**config.mk**
```make
export PLATFORM = sky130hd
export DESIGN_NAME = fixed_accum
export DESIGN_NICKNAME = d
export VERILOG_FILES = /design/src/rtl/fixed_pkg.sv /design/src/rtl/fixed_sm2tc.sv /design/src/rtl/fixed_accum.sv
export SDC_FILE = /design/constraint.sdc
export NUM_CORES = 1
export LEC_CHECK = 0
export CORE_AREA = 2 2 150 152
export DETAILED_ROUTE_END_ITERATION = 12
export DIE_AREA = 0 0 152 154
export PLACE_DENSITY = 0.6
export SYNTH_ARGS = -nofsm -noshare
export SYNTH_HDL_FRONTEND = slang
export SYNTH_SLANG_ARGS = --single-unit
```
**constraint.sdc**
```tcl
create_clock -name clk -period 5.01 [get_ports clk]
set_input_delay 1.002 -clock clk [delete_from_list [all_inputs] [get_ports clk]]
set_output_delay 1.002 -clock clk [all_outputs]
set_load 0.005 [all_outputs]
```
**src/rtl/fixed_pkg.sv**
```systemverilog
// fixed_pkg -- shared definitions for the sign-magnitude fixed-point blocks.
//   Q, N     : format constants (Q fractional bits, N-bit sign-magnitude word)
//   G        : default guard bits for wide internal accumulators
//   MAX_MAG  : largest representable magnitude, 2^(N-1)-1
//   sm2tc    : N-bit sign-magnitude -> N-bit two's complement (-0 -> 0)
//   tc2sm    : N-bit two's complement -> N-bit sign-magnitude (0 -> +0)
//   accum_state_t : fixed_accum FSM states
package fixed_pkg;

  localparam int Q = 15;
  localparam int N = 32;
  localparam int G = 8;

  localparam logic [N-1:0] MAX_MAG = {1'b0, {(N-1){1'b1}}};

  typedef enum logic {
    ST_ACC  = 1'b0,
    ST_DONE = 1'b1
  } accum_state_t;

  // Negative zero falls out naturally: negating a zero magnitude yields 0.
  function automatic logic [N-1:0] sm2tc(input logic [N-1:0] sm);
    logic [N-1:0] mag;
    mag = {1'b0, sm[N-2:0]};
    return sm[N-1] ? -mag : mag;
  endfunction

  // The one two's-complement value with no sign-magnitude twin, -2^(N-1),
  // saturates to -MAX_MAG.
  function automatic logic [N-1:0] tc2sm(input logic [N-1:0] tc);
    logic [N-1:0] mag;
    mag = tc[N-1] ? -tc : tc;
    if (mag[N-1]) return {1'b1, {(N-1){1'b1}}};
    return {tc[N-1], mag[N-2:0]};
  endfunction

endpackage

```
**src/rtl/fixed_sm2tc.sv**
```systemverilog
// fixed_sm2tc -- combinational sign-magnitude to two's-complement converter.
//   sm : IN_W-bit sign-magnitude input (bit IN_W-1 is the sign)
//   tc : OUT_W-bit two's-complement output, sign-extended; -0 maps to 0
// OUT_W must be >= IN_W.
module fixed_sm2tc #(
  parameter int IN_W  = 32,
  parameter int OUT_W = 40
) (
  input  logic [IN_W-1:0]  sm,
  output logic [OUT_W-1:0] tc
);

  logic [OUT_W-1:0] mag;

  assign mag = OUT_W'(sm[IN_W-2:0]);
  // Negating a zero magnitude gives zero, so -0 needs no special case.
  assign tc  = sm[IN_W-1] ? -mag : mag;

endmodule

```
**src/rtl/fixed_accum.sv**
```systemverilog
// fixed_accum -- saturating sign-magnitude frame accumulator (MAC tail).
//   clk, rst_n : clock, asynchronous active-low reset
//   in_data    : N-bit sign-magnitude product beat
//   in_ovr     : multiplier overflow flag for this beat (sticky per frame)
//   in_last    : final beat of the frame
//   in_valid / in_ready   : input handshake; in_ready is high only in ST_ACC
//   out_result : saturated frame sum, sign-magnitude, registered
//   out_ovr    : sticky frame overflow, registered
//   out_valid / out_ready : output handshake; result held until accepted
module fixed_accum
  import fixed_pkg::*;
#(
  parameter int G_BITS = fixed_pkg::G
) (
  input  logic         clk,
  input  logic         rst_n,
  input  logic [N-1:0] in_data,
  input  logic         in_ovr,
  input  logic         in_last,
  input  logic         in_valid,
  output logic         in_ready,
  output logic [N-1:0] out_result,
  output logic         out_ovr,
  output logic         out_valid,
  input  logic         out_ready
);

  localparam int W = N + G_BITS;

  // Internal clamp range is symmetric: +-(2^(W-1)-1).
  localparam logic signed [W:0] ACC_MAX = {2'b00, {(W-1){1'b1}}};
  localparam logic signed [W:0] ACC_MIN = -ACC_MAX;

  accum_state_t state, state_next;

  logic [W-1:0]    acc;
  logic            sticky;
  logic [W-1:0]    beat;
  logic signed [W:0] sum_wide;
  logic            clamp_hi, clamp_lo, clamp;
  logic [W-1:0]    sat;
  logic [W-1:0]    sum_abs;
  logic            mag_ovf;
  logic [N-1:0]    res_sm;
  logic            accept;

  fixed_sm2tc #(.IN_W(N), .OUT_W(W)) u_sm2tc (
    .sm (in_data),
    .tc (beat)
  );

  assign in_ready  = (state == ST_ACC);
  assign out_valid = (state == ST_DONE);
  assign accept    = in_valid && in_ready;

  // One extra bit so the raw sum can never wrap before the clamp test.
  assign sum_wide = $signed({acc[W-1], acc}) + $signed({beat[W-1], beat});
  assign clamp_hi = (sum_wide > ACC_MAX);
  assign clamp_lo = (sum_wide < ACC_MIN);
  assign clamp    = clamp_hi | clamp_lo;
  assign sat      = clamp_hi ? ACC_MAX[W-1:0] :
                    clamp_lo ? ACC_MIN[W-1:0] : sum_wide[W-1:0];

  // Output saturation: anything beyond MAX_MAG becomes {sign, all ones}.
  // In-range sums fit an N-bit two's-complement word, so the shared
  // converter handles them (and emits zero as +0).
  assign sum_abs = sat[W-1] ? -sat : sat;
  assign mag_ovf = (sum_abs > {{G_BITS{1'b0}}, MAX_MAG});
  assign res_sm  = mag_ovf ? {sat[W-1], {(N-1){1'b1}}} : tc2sm(sat[N-1:0]);

  // NOTE: every signal assigned in always_comb gets a default first so no
  // path leaves it unassigned and no latch is inferred.
  always_comb begin
    state_next = state;
    case (state)
      ST_ACC:  if (accept && in_last) state_next = ST_DONE;
      ST_DONE: if (out_ready)         state_next = ST_ACC;
      default:                        state_next = ST_ACC;
    endcase
  end

  // NOTE: sequential state uses non-blocking assignments so every register
  // samples pre-edge values regardless of statement order.
  always_ff @(posedge clk or negedge rst_n) begin
    if (!rst_n) begin
      state <= ST_ACC;
    end else begin
      state <= state_next;
    end
  end

  always_ff @(posedge clk or negedge rst_n) begin
    if (!rst_n) begin
      acc        <= '0;
      sticky     <= 1'b0;
      out_result <= '0;
      out_ovr    <= 1'b0;
    end else if (accept) begin
      acc    <= sat;
      sticky <= sticky | clamp | in_ovr;
      if (in_last) begin
        out_result <= res_sm;
        out_ovr    <= sticky | clamp | in_ovr | mag_ovf;
      end
    end else if (out_valid && out_ready) begin
      // Result consumed: next frame starts from a clean slate.
      acc    <= '0;
      sticky <= 1'b0;
    end
  end

endmodule

```
## After elaboration in Yosys (flattened, before gate mapping)

Cells that the tools add are included.
W data, S select, Z words.

- Input port bits: 38
- Logic and storage cells: 38
- Output and inout bits: 35
- Bits in registers: 75

- Mux-type cells: 16
- $lt $le $gt $ge: 3
- Reductions and logical operators: 5
- Bitwise logic cells: 5
- Add/subtract/negate cells: 4

Operators with widths:

| cell | count |
|---|---|
| $mux W40 | 6 |
| $mux W32 | 4 |
| $add A40 B40 Y41 | 1 |
| $gt A41 B40 Y1 const B | 1 |
| $lt A41 B40 Y1 const B | 1 |
| $gt A40 B31 Y1 const B | 1 |
| $neg A31 Y40 | 1 |
| $neg A40 Y40 | 1 |
| $neg A32 Y32 | 1 |
| $mux W1 | 5 |
| $or A1 B1 Y1 | 4 |
| $logic_and A1 B1 Y1 | 3 |
| $pmux W1 S2 | 1 |
| $reduce_and A2 Y1 | 1 |
| $reduce_bool A2 Y1 | 1 |
| $not A1 Y1 | 1 |

## Longest topological paths before layout

Gate-level depths: netlist of the first run.

- Depth after elaboration: 11
- Depth in mapped cells: 32
- Gate-level depth less buffers: 28

## Modules after synthesis

From an unflattened synthesis of the first run, not the netlist that was laid out.

- Cell total of the unflattened synthesis: 1067
- Area, all modules: 8236.6 um2

By module, submodules not included:

| module | instances | seq. area each (um2) | area an instance (um2) | cells an instance |
|---|---|---|---|---|
| fixed_accum | 1 | 1876.8 | 7428.4 | 958 |
| fixed_sm2tc | 1 | 0.0 | 808.3 | 109 |

## Worst setup path after synthesis of the first run

OpenSTA, ideal clock, no wires.

- Kind: input-to-reg
- Start: in in_data[7]
- End: reg out_result[11]
- Arrival time: 7.696 ns
- Data required time: 4.886 ns
- Setup time: 0.124 ns
- Stages on the path: 31
- Slack: -2.810 ns
- Path buffers: 3
- Path through: or4_1 > nor4_1 > nand2b_1 > or2_2 > nand2b_1 > or3_1 > o21ai_1 > nand2_1 > xor2_1 > ha_1 > clkbuf_1 > nand4_1 > nor4_1 > and2_1 > a31oi_1 > and3b_1 > xnor2_1 > nor3_1 > and3_1 > a21oi_1 > nand2b_1 > clkbuf_1 > a21boi_0 > ha_1 > and3_1 > o21ai_0 > a211oi_1 > nand4_2 > nor4_4 > buf_6 > a21oi_1

- Longest elaborated chain between the ends: 11
- Elaborated cells between the ends (all ways): 15
- Those cells by class: add/sub (4); order compare (3); mux (8)

Ends and longest elaborated chain:

| item | line | source |
|---|---|---|
| start: declaration | fixed_accum.sv:17 | `input logic [N-1:0] in_data,` |
| $neg A31 Y40 | fixed_sm2tc.sv:17 | `assign tc = sm[IN_W-1] ? -mag : mag;` |
| $mux W40 * | fixed_sm2tc.sv:17 |  |
| $add A40 B40 Y41 * | fixed_accum.sv:57 | `assign sum_wide = $signed({acc[W-1], acc}) + $signed({beat[W-1], beat});` |
| $lt A41 B40 Y1 | fixed_accum.sv:59 | `assign clamp_lo = (sum_wide < ACC_MIN);` |
| $mux W40 | fixed_accum.sv:62 | `clamp_lo ? ACC_MIN[W-1:0] : sum_wide[W-1:0];` |
| $mux W40 * | fixed_accum.sv:61 | `assign sat = clamp_hi ? ACC_MAX[W-1:0] :` |
| branches (longest 4 deep; another with $neg A40 Y40) | - |  |
| $mux W32 * | fixed_accum.sv:69 | `assign res_sm = mag_ovf ? {sat[W-1], {(N-1){1'b1}}} : tc2sm(sat[N-1:0]);` |
| end signal: assignment | fixed_accum.sv:102 | `out_result <= res_sm;` |
| end: declaration | fixed_accum.sv:22 | `output logic [N-1:0] out_result,` |

Every way passes the cells marked *.
A chain may end at the register's enable or synchronous reset.

## Worst setup path in the final report of the first run

- Start: in in_data[7]
- End: reg out_result[26]

The elaborated chain is that of the path after synthesis.

==> reports/results.tsv, run 1 <==
metric	value	unit
Critical Path RT	5.23	ns
Final min period	7.09	ns
GR Overflow Total	0	
sequential area share after synthesis	21.8	%
Hold WS	0.493	ns
maximum number of pins on one net before global-route repair	76	
Total GRT Usage	29.2	%
Mapped Nets	1193	
critical path class	in -> reg	
CP Max Fanout	8	
Max stage delay on crit path	0.55	ns
via/cell ratio	5.82	
Starting Density	39.7	%
YS warnings	0	
Post-synth EDFFs	0	
TritonCTS Buffers	9	
diodes inserted	0	
H-tree Lvls	3	
post-synth top area share	21.8	%
CP bufs+invs	5	
first-pass GRT wire length	55.2	mm
FF-to-FF setup slack	-0.27	ns
share of cells above drive strength 1	42.2	%
row cnt	54	
Vert. Die Dim	154	um
top_reg_cell synth	dfrtp_1	
PnR worst setup slack	-2.08	ns
area grow syn2layout	63.2	%
Fmax achieved	141	MHz
area of the core	0.0217	mm2
clk sink count	75	
FFs w/ async S/R, synth	100	%
Hold-fix buffers, CTS	0	
multi-input logic area	0.00716	mm2
initial drt markers	850	
count of input and output buffers	72	
hpwl dp	26.6	mm
Mean Syn Cell Area	7.76	um2
CP Launch Type	input pin	
vias in the first global route	10200	
drt pass-1 iters	5	
most frequent cell after synthesis	nand2_1	
GPL Wtd Cong	0.972	
min-delay worst type	reg -> reg	
WP data arrival	7.30	ns
synthesized flop and latch total	75	
final setup fails	73	
MaxCap Viol Count	0	
FILL cells	1808	
Die ar.	0.0234	mm2
Die X	152	um
worst rel slew slack	18.3	%
Synth area leaders	dfrtp_1 (22%), ha_1 (6.4%), nand2_1 (5.5%), xnor2_1 (5.1%), a21oi_1 (4.8%)	
Total Nets Final	1648	
Final Hold Viols	0	
Tcrit/Tclk final	141	%
wire per inst	19.0	um
drc violations	0	
crit path capture type	flip-flop	
drt total wl	35.1	mm
initial antenna violation count	0	
Cell Area, Synth	0.00862	mm2
outcome	finished, violations left	
worst slew pin tran	1.22	ns
failing checks	negative setup slack	
Slew Limit Fails	0	
# IOs	73	
clock-pin slew on the worst setup and hold paths	0.06	ns
Cells after Synth	1110	
Crit-path slowest cell	or4_4	
Final ANT Viol Nets	0	
biggest area consumer among synthesized cells	dfrtp_1	
later-pin clock latency in the skew report	0.34	ns
RSZ-0062 raised after global routing	true	
CTS tree	built	
synth unique cells	97	
vias after detailed routing	10800	
Root Buffer	clkbuf_16	
CP delay by family, top	simple AND/OR/NAND/NOR gates	
clk_skew	0.0129	ns
Seq. cell area	0.00188	mm2
Max Buffers Root-to-Sink	2	
Post-synth top cells	nand2_1 (127), nor2_1 (101), a21oi_1 (82)	
-- layout by cell type (no fill, tap or decap), drive strengths merged, types with 20 or more instances in the layout --
master	count
buf	442
a21o	20
clkdlybuf4s50	67
nand4	30
xnor2	50
inv	23
ha	44
dfrtp	75
nor2	101
o21ai	94
nand3	21
nor3	33
nand2	127
or3	23
a21oi	106
-- layout make-up --
| cell class | count | share of cell area, % |
|---|---|---|
| Inverter | 18 | 0.480 |
| Clock buffer | 9 | 1.60 |
| Timing Repair Buffer | 510 | 30.7 |
| Sequential cell | 75 | 13.3 |
| Clock inverter | 7 | 0.463 |
| Tap cell | 280 | 2.49 |
| Multi-Input combinational cell | 951 | 50.9 |
-- worst register-to-register path, delay by kind of cell (launching register included) --
kind | cells | cell delay (ns)
AOI/OAI and AO/OA | 8 | 1.66
DFF | 1 | 0.40
buffers and inverters | 4 | 0.55
and+or+nand+nor | 9 | 1.80
adders and majority gates | 3 | 0.74
-- final timing paths --
kind,startpoint,end,cells after the start
max in group asynchronous,rst_n,acc[34]$_DFFE_PN0P_,1
min in group asynchronous,rst_n,acc[2]$_DFFE_PN0P_,1
max reg2reg,acc[0]$_DFFE_PN0P_,out_result[26]$_DFFE_PN0P_,24
min reg2reg,sticky$_DFFE_PN0P_,sticky$_DFFE_PN0P_,2
max,in_data[7],out_result[26]$_DFFE_PN0P_,31
min,sticky$_DFFE_PN0P_,sticky$_DFFE_PN0P_,2
-- sequential cells by signal (all words and copies together), names as in the netlist --
signal / count
acc: 40
out_result: 32
out_valid: 1
out_ovr: 1
sticky: 1
-- routing by layer --
| metal | GRT usage (%) | share of wire [%] |
|---|---|---|
| met2 | 47.7 | 45 |
| met4 | 9.79 | 3.4 |
| met1 | 40.7 | 45 |
| met3 | 2.82 | 6.5 |
| met5 | 0 | 0 |
-- per-stage QoR --
step | instance area (um2) | setup WS [ns] | std cells | util [%] | TNS (ns)
after global placement | 12500 | -2.77 | 1785 | 57.8 | -161.55
after CTS | 13800 | -2.11 | 1841 | 63.6 | -96.86
final | 14100 | -2.08 | 1850 | 64.9 | -102.85
after floorplan | 8960 | -2.03 | 1110 | - | -96.85
after global routing | 14100 | -2.29 | 1850 | 64.9 | -114.37
after detailed placement | 12500 | -2.89 | 1785 | 57.8 | -167.78
-- cell families after synthesis --
family,share of synthesized area (%)
AOI/OAI and AO/OA,32.1
xor gates and xnor gates,6.91
adders and majority gates,8.48
buffers and inverters,4.88
DFF,21.8
muxes,0.363
and+or+nand+nor,25.5
-- timing repair --
| action | 4_1_cts | 5_1_grt |
|---|---|---|
| pin swaps | 50 | 40 |
| setup buffers | 36 | 13 |
| setup endpoints to repair | 74 | 74 |
| resized for setup | 167 | 55 |
| cloned | 5 | 0 |
Power of run 1 is not shown: default switching activity piles up to over one toggle a cycle in this logic, so the estimate is an artifact.
==> run 2: changes to the inputs <==
--- a/config.mk
+++ b/config.mk
@@ -8,6 +8,7 @@
 export CORE_AREA = 2 2 150 152
 export DETAILED_ROUTE_END_ITERATION = 12
 export DIE_AREA = 0 0 152 154
+export MAX_ROUTING_LAYER = met4
 export PLACE_DENSITY = 0.6
 export SYNTH_ARGS = -nofsm -noshare
 export SYNTH_HDL_FRONTEND = slang
==> reports/results.tsv, run 2 (synthesized netlist as in run 1, its figures left out) <==
metric	value	unit	change
clk sink count	75		unchanged
Total GRT Usage	30.7	%	was 29.2%
vias after detailed routing	10700		was 10800
Die X	152	um	unchanged
FILL cells	1847		was 1808
PnR worst setup slack	-1.99	ns	was -2.08 ns
RSZ-0062 raised after global routing	true		unchanged
GPL Wtd Cong	0.997		was 0.972
WP data arrival	7.22	ns	was 7.30 ns
CP delay by family, top	simple AND/OR/NAND/NOR gates		unchanged
Critical Path RT	5.24	ns	was 5.23 ns
GR Overflow Total	0		unchanged
vias in the first global route	10400		was 10200
Fmax achieved	143	MHz	was 141 MHz
CP bufs+invs	6		was 5
final setup fails	73		unchanged
placed inst area	0.0125	mm2	about the same
Die ar.	0.0234	mm2	unchanged
Largest register FFs	40		unchanged
Slew Limit Fails	0		unchanged
row cnt	54		unchanged
drt pass-1 iters	5		unchanged
outcome	finished, violations left		unchanged
CP Launch Type	input pin		unchanged
count of input and output buffers	72		unchanged
drt total wl	35.5	mm	was 35.1 mm
share of cells above drive strength 1	42.9	%	was 42.2%
CTS tree	built		unchanged
Final min period	7.00	ns	was 7.09 ns
initial drt markers	1061		was 850
Vert. Die Dim	154	um	unchanged
drc violations	0		unchanged
total negative slack	-96.21	ns	was -102.85 ns
Hold WS	0.495	ns	was 0.493 ns
Root Buffer	clkbuf_16		unchanged
Crit-path slowest cell	or4_4		unchanged
Setup WS pre-CTS	-2.94	ns	was -2.89 ns
Max stage delay on crit path	0.55	ns	about the same
Final Hold Viols	0		unchanged
via/cell ratio	5.78		was 5.82
diodes inserted	0		unchanged
Total Nets Final	1650		was 1648
TritonCTS Buffers	9		unchanged
CP Max Fanout	8		unchanged
maximum number of pins on one net before global-route repair	76		unchanged
Starting Density	39.7	%	unchanged
first-pass GRT wire length	56.0	mm	was 55.2 mm
commonest non-fill, non-tap cell in the layout	buf_4		unchanged
H-tree Lvls	3		unchanged
clk_skew	0.0128	ns	was 0.0129 ns
Seq. cell area	0.00188	mm2	unchanged
crit path capture type	flip-flop		unchanged
Reg with most FFs	acc		unchanged
multi-input logic area	0.00721	mm2	was 0.00716 mm2
area of the core	0.0217	mm2	unchanged
area grow syn2layout	64.4	%	was 63.2%
MaxCap Viol Count	0		unchanged
worst slew pin tran	1.20	ns	was 1.22 ns
critical path class	in -> reg		unchanged
Final ANT Viol Nets	0		unchanged
CP most frequent cell	buf_6		
clock-pin slew on the worst setup and hold paths	0.07	ns	was 0.06 ns
wire per inst	19.2	um	was 19.0 um
post-route cell area	0.0142	mm2	was 0.0141 mm2
hpwl dp	27.1	mm	was 26.6 mm
Hold-fix buffers, CTS	0		unchanged
initial antenna violation count	0		unchanged
Tcrit/Tclk final	140	%	was 141%
later-pin clock latency in the skew report	0.35	ns	was 0.34 ns
Max Buffers Root-to-Sink	2		unchanged
min-delay worst type	reg -> reg		unchanged
worst rel slew slack	20.3	%	was 18.3%
# IOs	73		unchanged
failing checks	negative setup slack		unchanged
most frequent cells in the layout	buf_4 (397), nand2_1 (115), nor2_1 (89), dfrtp_1 (75), clkdlybuf4s50_1 (66)		was buf_4 (392), nand2_1 (117), nor2_1 (87), dfrtp_1 (75), clkdlybuf4s50_1 (67)
Regs by FF count	acc (40), out_result (32)		unchanged
-- run 2: cell count changes in the layout (fill, tap and decap cells not counted), sizes merged --
cell / delta
inv: +1
clkdlybuf4s50: -1
dlymetal6s2s: +1
buf: +2
clkinvlp: -1
-- run 2: what timing repair did --
action	CTS	global route
setup buffers	43	8
endpoints found under the setup margin	74	74
pin swaps	40	25
gates resized for setup	184	46
gates cloned	5	0
-- run 2: worst register-to-register path, cell delays in order, from the launching register on --
cell and delay (ns):
dfrtp_1 0.40, ha_1 0.21, inv_1 0.07, fa_1 0.26, nor2b_4 0.07, o31ai_1 0.33, a21boi_0 0.19, or4_1 0.48
a222oi_1 0.45, and4_1 0.29, and4_1 0.24, nand4_1 0.12, a21oi_2 0.23, nor2_1 0.09, a21boi_2 0.16, ha_1 0.27
and3_1 0.14, o21ai_1 0.07, a211oi_2 0.18, nand4_2 0.17, nor4_4 0.19, buf_6 0.15, buf_12 0.11, buf_12 0.12
a31oi_1 0.08
-- run 2: layer usage --
layer | up-vias | routed length (um) | global-route usage (%)
met4 | 0 | 1110 | 10.1
met2 | 426 | 16200 | 48.5
li1 | 5110 | - | -
met1 | 5093 | 16000 | 41.2
met5 | - | 0 | -
met3 | 82 | 2270 | 3.44
-- run 2: path summary, 6_finish.rpt --
kind	startpoint	slack, ns	cells after the start	end
setup / recovery	in_data[5]	-1.99	32	out_result[26]$_DFFE_PN0P_
hold / removal	sticky$_DFFE_PN0P_	0.50	2	sticky$_DFFE_PN0P_
setup reg to reg	acc[0]$_DFFE_PN0P_	-0.21	24	out_result[26]$_DFFE_PN0P_
hold reg to reg	sticky$_DFFE_PN0P_	0.50	2	sticky$_DFFE_PN0P_
max in group asynchronous	rst_n	3.57	1	acc[30]$_DFFE_PN0P_
min in group asynchronous	rst_n	0.80	1	acc[1]$_DFFE_PN0P_
-- run 2: stage by stage --
stage / utilization [%] / instances
2_1_floorplan: - / 1110
3_3_place_gp: 57.8 / 1783
3_5_place_dp: 57.8 / 1783
4_1_cts: 64.2 / 1845
5_1_grt: 65.3 / 1852
6_report: 65.3 / 1852
-- run 2: layout make-up --
| type | instances | area share, % |
|---|---|---|
| multi-input combinational | 951 | 50.9 |
| timing repair buffer | 512 | 30.8 |
| sequential | 75 | 13.2 |
| tap | 280 | 2.47 |
| clock buffer | 9 | 1.59 |
| clock inverter | 7 | 0.539 |
| inverter | 18 | 0.477 |
Power of run 2 is left out for the same reason.
